$ cat src/rtl/fetch_stage.sv
// Instruction fetch stage: one outstanding imem read, result buffered with its PC for decode.
// Optional FETCH_PERF_EN adds saturating fetch/bubble performance counters.
module fetch_stage #(
  parameter int unsigned ADDR_W  = 32,
  parameter int unsigned DATA_W  = 32,
  parameter int unsigned PC_STEP = 4
) (
  input  logic              clk,
  input  logic              rst,
  input  logic [ADDR_W-1:0] pc,
  output logic [ADDR_W-1:0] pc_next,
  output logic              imem_req,
  output logic [ADDR_W-1:0] imem_addr,
  input  logic              imem_gnt,
  input  logic              imem_rvalid,
  input  logic [DATA_W-1:0] imem_rdata,
  input  logic              redirect_valid,
  input  logic [ADDR_W-1:0] redirect_target,
  output logic              if_valid,
  output logic [DATA_W-1:0] if_instr,
  output logic [ADDR_W-1:0] if_pc,
  input  logic              id_ready
`ifdef FETCH_PERF_EN
  ,
  output logic [31:0]       perf_fetch_cnt,
  output logic [31:0]       perf_bubble_cnt
`endif
);

  typedef enum logic [1:0] {IDLE, REQ, WAIT, DRAIN} state_t;

  state_t state, state_d;
  logic   drop, drop_d;
  logic   valid_d;
  logic   capture;
  logic   unused_target_lsbs;

  assign unused_target_lsbs = ^redirect_target[1:0];
  assign imem_addr = pc;

  always_comb begin
    state_d = state;
    drop_d  = drop;
    valid_d = if_valid;
    capture = 1'b0;
    unique case (state)
      IDLE: state_d = REQ;
      REQ: begin
        if (imem_gnt) begin
          state_d = WAIT;
          drop_d  = redirect_valid;
        end
      end
      WAIT: begin
        if (imem_rvalid) begin
          // A redirect arriving together with the data kills it just like a pending drop.
          if (drop || redirect_valid) begin
            drop_d  = 1'b0;
            state_d = REQ;
          end else begin
            capture = 1'b1;
            valid_d = 1'b1;
            state_d = DRAIN;
          end
        end else if (redirect_valid) begin
          drop_d = 1'b1;
        end
      end
      DRAIN: begin
        if (redirect_valid || id_ready) begin
          valid_d = 1'b0;
          state_d = REQ;
        end
      end
      default: state_d = IDLE;
    endcase
    if (redirect_valid) valid_d = 1'b0;
  end

  always_comb begin
    if (redirect_valid)
      pc_next = {redirect_target[ADDR_W-1:2], 2'b00};
    else if (capture)
      pc_next = pc + ADDR_W'(PC_STEP);
    else
      pc_next = pc;
  end

  always_ff @(posedge clk or negedge rst) begin
    if (!rst) begin
      state    <= IDLE;
      drop     <= 1'b0;
      imem_req <= 1'b0;
      if_valid <= 1'b0;
      if_instr <= '0;
      if_pc    <= '0;
    end else begin
      state    <= state_d;
      drop     <= drop_d;
      imem_req <= (state_d == REQ);
      if_valid <= valid_d;
      if (capture) begin
        if_instr <= imem_rdata;
        if_pc    <= pc;
      end
    end
  end

`ifdef FETCH_PERF_EN
  always_ff @(posedge clk or negedge rst) begin
    if (!rst) begin
      perf_fetch_cnt  <= '0;
      perf_bubble_cnt <= '0;
    end else begin
      if (capture && perf_fetch_cnt != '1)
        perf_fetch_cnt <= perf_fetch_cnt + 32'd1;
      if (id_ready && !if_valid && state != IDLE && perf_bubble_cnt != '1)
        perf_bubble_cnt <= perf_bubble_cnt + 32'd1;
    end
  end
`endif

endmodule

$ cat config.mk
export PLATFORM = sky130hd
export DESIGN_NAME = fetch_stage
export DESIGN_NICKNAME = d
export VERILOG_FILES = /design/src/rtl/fetch_stage.sv
export SDC_FILE = /design/constraint.sdc
export NUM_CORES = 1
export LEC_CHECK = 0
export CAP_MARGIN = 20
export CORE_ASPECT_RATIO = 1.75
export CORE_MARGIN = 5
export CORE_UTILIZATION = 41
export CTS_CLUSTER_SIZE = 40
export DETAILED_ROUTE_END_ITERATION = 16
export GPL_TIMING_DRIVEN = 0
export PLACE_DENSITY = 0.94
export SLEW_MARGIN = 15
export SYNTH_ARGS = -nofsm -noshare
export SYNTH_HDL_FRONTEND = slang
export SYNTH_SLANG_ARGS = --single-unit
$ cat constraint.sdc
create_clock -name clk -period 3.8 [get_ports clk]
set_input_delay 0.76 -clock clk [delete_from_list [all_inputs] [get_ports clk]]
set_output_delay 0.76 -clock clk [all_outputs]
set_load 0.02 [all_outputs]
==> Word level (Yosys, flattened, before mapping) <==
Index checks and enable logic that the tools add are counted.
{ "totals": {"regBits": 69, "in_bits": 102, "elab_cells": 43} }
{ "op_classes": {"n_addsub": 1, "n_eq_ne": 9, "n_mux": 20, "n_reduce_logical": 7} }
{ "ops": {"columns": ["operator", "count"], "rows": [
  ["32-bit two-way mux", 2],
  ["32-bit by 3-bit adder with 32-bit output (second input constant)", 1],
  ["3-bit != test (second input constant)", 4],
  ["1-bit two-way mux", 11],
  ["2-bit two-way mux", 4],
  ["2-bit one-hot mux with 4 select lines", 1],
  ["4-bit AND reduction", 2],
  ["2-bit by 1-bit == test with 1-bit output (second input constant)", 2],
  ["2-bit == test (second input constant)", 2],
  ["1-bit one-hot mux with 2 select lines", 2],
  ["3-bit nonzero test", 1],
  ["2-bit logical NOT", 1],
  ["1-bit logical OR", 2],
  ["2-bit != test (second input constant)", 1],
  ["2-bit nonzero test", 1]
]} }

==> Logic depth before layout (Yosys ltp) <==
{ "depth": {"ltp_word": 6, "depth_mapped": 7} }

==> Worst setup path before layout <==
Ideal clock, no wire load.
{ "synth_path": {"path_type": "input -> output", "from": "input pc[17]", "to": "output pc_next[26]", "t_arrival_ps": 2233, "t_required_ps": 3040, "setup_slack_ps": 807, "cell_stages": 5, "n_path_buf": 1, "path_cell_list": "nand4_2 > or3_1 > buf_2 > or4_1 > a31oi_1"} }
{ "synth_via": {"elab_chain_len": 3} }
{ "synth_rtl": {"columns": ["item", "line_no", "text"], "rows": [
  ["from (decl)", "10", "input logic [ADDR_W-1:0] pc,"],
  ["32-bit by 3-bit adder with 32-bit output", "84", "pc_next = pc + ADDR_W'(PC_STEP);"],
  ["32-bit two-way mux", "83", "else if (capture)"],
  ["32-bit two-way mux", "81", "if (redirect_valid)"],
  ["to (decl)", "11", "output logic [ADDR_W-1:0] pc_next,"]
]} }
Every way passes these cells.

==> Worst setup path after layout <==
{ "layout_path": {"from": "input pc[21]", "to": "output pc_next[25]"} }
The elaborated chain is that of the path after synthesis.

==> impl_metrics.py <==
metrics = {
    "setup_path": {
        "r2r-end": "if_pc[3]",
        "critPathArrivalTime_ps": 3010,
        "crit_type": "in -> out",
        "cp_num_buf_inv": 2,
        "rrSetupSlack_ps": 1750,
        "worstReg2RegStart": "state[0]",
        "cpPeakStageDelay_ps": 560,
        "cp_cell_sequence": "clkdlybuf4s50_1, nand4_1, or3_1, or4_1, a31oi_1, dlygate4sd2_1",
        "critPathCapture": "pc_next[25]",
        "cp.depth": 6,
        "crit_fanout": 6,
        "path_delay_family": "simple AND/OR/NAND/NOR gates",
        "crit_path_top_delay_cell": "clkdlybuf4s50_1",
        "required_ps": 3040,
        "end_kind": "primary output",
        "crit_start": "pc[21]",
        "r2r_cells": 6,
        "start_kind": "input port",
    },
    "clocking": {
        "clkSlewWorstSetupHoldPaths_ps": 60,
        "cts-root-buf": "clkbuf_16",
        "ctsHoldBuffers": 0,
        "cts_tree": "built",
        "numCtsBuffers": 9,
        "cts_num_sinks": 69,
        "clk_latency_ps": 330,
        "h-tree-depth": 3,
        "clockBufferDepth": 2,
    },
    "placed_design": {
        "port_buffers": 229,
        "dp.cells": 732,
        "dp_hpwl_um": 11600,
        "gp_congestion": 0.868,
        "dpl-instance-area_um2": 6420,
    },
    "synthesis": {
        "yosys_warnings": 0,
        "async_flop_share_pct": 100,
        "ys_seq_area_share_pct": 43.7,
        "ys_ff_latch": 69,
        "yosysMostFrequentCell": "dfrtp_1",
        "synth_nets": 483,
        "synth.top_cells.by_count": "dfrtp_1 (69), mux2_2 (64), buf_4 (33)",
        "synth_area_per_cell_um2": 10.4,
        "synthCells": 380,
        "synth_area_leaders": "dfrtp_1 (44%), mux2_2 (18%), buf_4 (6.3%)",
        "synth_top_area_cell": "dfrtp_1",
        "syn_area_um2": 3950,
        "ys.flop_type": "dfrtp_1",
        "synthDominantCellAreaShare_pct": 43.7,
        "synth_edf_count": 0,
        "synth.distinct_cells": 43,
    },
    "sta": {
        "worst_pin_slew_ps": 541,
        "rsz0062_at_grt": "false",
        "fin_crit_sh_pct": 99.1,
        "final.setup_skew_ps": 5.61,
        "drv_slew": 0,
        "relSlewSlack_pct": 63.6,
        "setup_viol": 0,
        "timing.fmax_mhz": 265,
        "fin_crit_ps": 3770,
        "final-hold-violation-count": 0,
    },
    "global_routing": {
        "gr-total-overflow": 0,
        "grt_max_degree": 49,
        "grt_usage_pct": 25.1,
        "first_global_vias": 4355,
        "grt_pass1_wl_um": 23300,
        "antenna_found_initial": 0,
    },
    "pwr": {
        "power_density_nw_per_um2": 606,
        "clkPwrFrac_pct": 23.7,
        "switching_share_pct": 34.4,
        "p_leak_uw": 0.00292,
        "p_sw_uw": 1410,
        "peakVddDrop_mv": 0.473,
        "power_frac_comb_pct": 46.1,
        "p_seq_share_pct": 30.2,
        "internal_power_uw": 2700,
    },
    "routing": {
        "vias": 4075,
        "avgViaCountPerCell": 5.44,
        "wire_per_inst_um": 20.0,
        "drt_iter0_markers": 234,
        "ant_nets": 0,
        "drc": 0,
        "dr.pass1.iters": 5,
        "totalWireLength_um": 15000,
    },
    "run": {
        "drv_cap": 0,
    },
    "floorplanning": {
        "start_util_pct": 41.7,
        "fp-row-count": 47,
        "core_um2": 9470,
        "dieArea_um2": 11800,
        "die_w_um": 84.2,
        "ios": 232,
        "die_y_um": 140,
    },
    "finish": {
        "layout.cells.non_filler": 749,
        "nFillCells": 666,
        "area_growth_pct": 71.9,
        "post-route-cell-area_um2": 6780,
        "diodes": 0,
        "nNetsFinal": 725,
        "drive_gt1_share_pct": 23.6,
    },
    "min_path": {
        "hold_path_class": "in -> async",
    },
    "status": {
        "status": "finished clean",
    },
}
repair_timing:
action	CTS	global route
pin swaps	2	0
setup endpoints to repair	30	22
endpoints found under the hold margin	0	0
cloned	0	0
resized for setup	52	22
setup buffers	2	0
worst min-delay path by stage:
stage,from,to
2_1_floorplan,rst,drop
3_3_place_gp,if_instr[19],if_instr[19]
3_5_place_dp,if_instr[6],if_instr[6]
4_1_cts,rst,if_valid
5_1_grt,rst,if_valid
6_report,rst,imem_req
kinds of logic (layout without fill, tap and decap cells):
logic type               Yosys count  count (layout)  share of synthesized area (%)
flip-flops                        69              69                           43.7
adder cells (fa/ha/maj)            1               1                          0.317
multiplexers                      66              66                           18.8
AO/OA/AOI/OAI                     55              55                           9.13
buffers and inverters             62             309                           9.35
AND/OR/NAND/NOR                  118             118                           16.7
XOR/XNOR                           9               9                           2.00
state kept, by name, indices dropped and copies added, names as in the netlist:
signal and cells:
imem_req 1, if_valid 1, if_pc 32, if_instr 32, drop 1, state 2
placed cells by master, fill, tap and decap left out, types with 3 or more instances in the layout:
cell type and n:
o31ai_1 10, clkbuf_1 4, mux2_2 64, a31oi_1 18
nor2b_1 3, dlymetal6s2s_1 5, dlygate4sd2_1 27, nor4_2 3
inv_1 9, dfrtp_1 69, nand2_1 22, clkdlybuf4s50_1 190
bufinv_16 3, clkbuf_16 9, nand3_1 13, and4_1 5
or4_1 10, xnor2_1 8, a21oi_1 3, o21ai_0 15
nor4_1 3, buf_2 11, nand4_1 7, or3_1 7
and3_1 4, nor2_1 24, buf_4 38, clkbuf_2 7
metrics by stage:
step	hold WS, ps	power, uW	worst slack [ps]	TNS, ps	util (%)
2_1_floorplan	464	2120	807	0	-
3_3_place_gp	490	3070	-605	-31490	67.5
3_5_place_dp	495	3150	-658	-11910	67.8
4_1_cts	337	4140	-114	-114	71.6
5_1_grt	348	4300	2.99	0	71.7
6_report	327	4110	32.4	0	71.7
layout make-up:
| type | instances | area [um2] | share of cell area, % |
|---|---|---|---|
| Sequential cell | 69 | 1730 | 25.5 |
| Clock buffer | 9 | 225 | 3.32 |
| Tap cell | 122 | 153 | 2.25 |
| Buffer | 51 | 335 | 4.94 |
| Multi-Input combinational cell | 249 | 1900 | 28.0 |
| Inverter | 10 | 37.5 | 0.553 |
| Timing Repair Buffer | 232 | 2280 | 33.7 |
| Clock inverter | 7 | 121 | 1.79 |
metal layers:
layer,GRT usage (%),vias to the layer above,share of wire (%)
li1,-,1848,-
met1,25.6,1967,34
met2,46.0,218,54
met3,7.75,42,8.4
met4,11.3,0,3.8
met5,0,-,0
power by group through the flow:
stage / Sequential (uW) / Clock (uW) / Combinational, uW
3_5_place_dp: 1250 / 0 / 1900
6_report: 1240 / 974 / 1900
5_1_grt: 1280 / 1020 / 2000
3_3_place_gp: 1220 / 0 / 1850
4_1_cts: 1250 / 981 / 1910
2_1_floorplan: 1610 / 0 / 510
Note: power is estimated with default switching activity, not from simulation.
==> RTL edit: new RTL, config.mk and constraints unchanged <==
Build with the macro `FETCH_PERF_EN` defined.
--- a/src/rtl/fetch_stage.sv
+++ b/src/rtl/fetch_stage.sv
@@ -1,5 +1,7 @@
 // Instruction fetch stage: one outstanding imem read, result buffered with its PC for decode.
 // Optional FETCH_PERF_EN adds saturating fetch/bubble performance counters.
+`define FETCH_PERF_EN
+
 module fetch_stage #(
   parameter int unsigned ADDR_W  = 32,
   parameter int unsigned DATA_W  = 32,
Check against the original RTL (old outputs only; new: perf_bubble_cnt and perf_fetch_cnt): equivalent (equiv_simple and equiv_induct, registers matched by name and starting in step).
==> RTL edit against the unedited design <==
Die area increased by 69%; area after synthesis increased by 78%; sequential power increased by 58%; maximum frequency increased by 1.4%; sequential cell count increased by 64; wire length increased by 68%; cell area increased by 62%; global-route usage increased by 0.34 points; synthesized cell count increased by 110%; worst setup slack improved by 52 ps; total power increased by 40%; sequential share of layout area increased by 4.7 points; clock skew increased by 9.3 ps; cell count increased by 80%.
==> RTL edit: results <==
metrics = {
    "placed_design": {
        "io_buffers": 293,
        "dp.final_hpwl_mm": 19.2,
        "pre_cts_slack_ps": -791,
        "gp_routability_congestion": 0.890,
        "dpl-instance-area_um2": 10300,
        "dpl.cell_count": 1310,
    },
    "power_and_ir_drop": {
        "ir_drop_mv": 0.351,
        "p_leak_nw": 4.95,
        "clockPowerShare": 0.316,
        "p_sw_frac": 0.334,
        "p_sw_mw": 1.92,
        "p_comb_mw": 1.98,
    },
    "global_route": {
        "use_met1": 0.283,
        "grt_use_met2": 0.437,
        "antenna_found_initial": 1,
        "grt_pass1_vias": 7293,
        "grt_pass1_wl_mm": 39.0,
    },
    "worst_setup_path": {
        "cp.arrival_ps": 2960,
        "r2r-start": "perf_fetch_cnt[0]",
        "r2r_slack_ps": 1340,
        "crit_start": "pc[15]",
        "crit_end": "pc_next[31]",
        "rr_worst_depth": 7,
    },
    "detailed_routing": {
        "via_per_inst": 5.19,
        "wl_met3_mm": 1.76,
        "highest_layer": "met5",
        "routedWlPerCell_um": 18.7,
        "dr_wl_met2_mm": 13.1,
        "wirelength_met1_mm": 9.04,
        "first_iter_violations": 289,
    },
    "status": {
        "status": "completed",
    },
    "yosys": {
        "synth_xor_area_frac": 0.111,
        "synth-adder-area-share": 0.00535,
        "synth_common_cells": "249 x nand2_1, 133 x dfrtp_1, 55 x xnor2_1, 43 x nand3_1, 40 x nand4_1",
        "synthMuxAreaShare": 0.00785,
        "syn_area_per_cell_um2": 8.89,
        "synth_compound_area_frac": 0.0425,
        "synthDistinctLibCells": 48,
    },
    "finish": {
        "final_util": 0.653,
        "inv_count": 16,
        "drive_gt1_frac": 0.106,
        "multi_input_area_share": 0.298,
        "buffer_area_frac": 0.309,
        "nNonClkBuffers": 365,
        "clkbuf_count": 22,
        "seq_area_frac": 0.302,
        "instances_no_fill": 1351,
        "clk_share": 0.0593,
    },
    "clock_tree": {
        "cts.htree.levels": 4,
        "ctsResizeCount": 65,
        "clk_latency_ps": 420,
    },
    "sta": {
        "worst_slew_pin_slew_ps": 677,
        "skew_ps": 14.9,
    },
}
[RTL edit: cell types whose count changed in the layout (fill, tap and decap cells not counted), moves of 19 or more]
cell,before,now
nand3_1,13,41
clkdlybuf4s50_1,190,255
dfrtp_1,69,133
xnor2_1,8,55
o21ai_0,15,34
nand4_1,7,40
nand2_1,22,249
xor2_1,1,34
mux2_2,64,4
[RTL edit: critical path, stage by stage]
cell and delay (ps):
clkdlybuf4s50_1 590, and3_1 240, and3_1 180, buf_2 210
nand4_1 200, or3_1 380, a31oi_1 200, buf_4 190
[RTL edit: worst min-delay path by stage]
| stage | slack (ps) | depth (start not counted) | startpoint | to |
|---|---|---|---|---|
| after floorplan | 460 | 0 | rst | drop |
| after global placement | 460 | 2 | if_instr[16] | if_instr[16] |
| after detailed placement | 460 | 2 | if_pc[6] | if_pc[6] |
| after CTS | 330 | 1 | rst | perf_bubble_cnt[14] |
| after global routing | 360 | 1 | rst | perf_bubble_cnt[19] |
| final | 330 | 1 | rst | perf_bubble_cnt[14] |
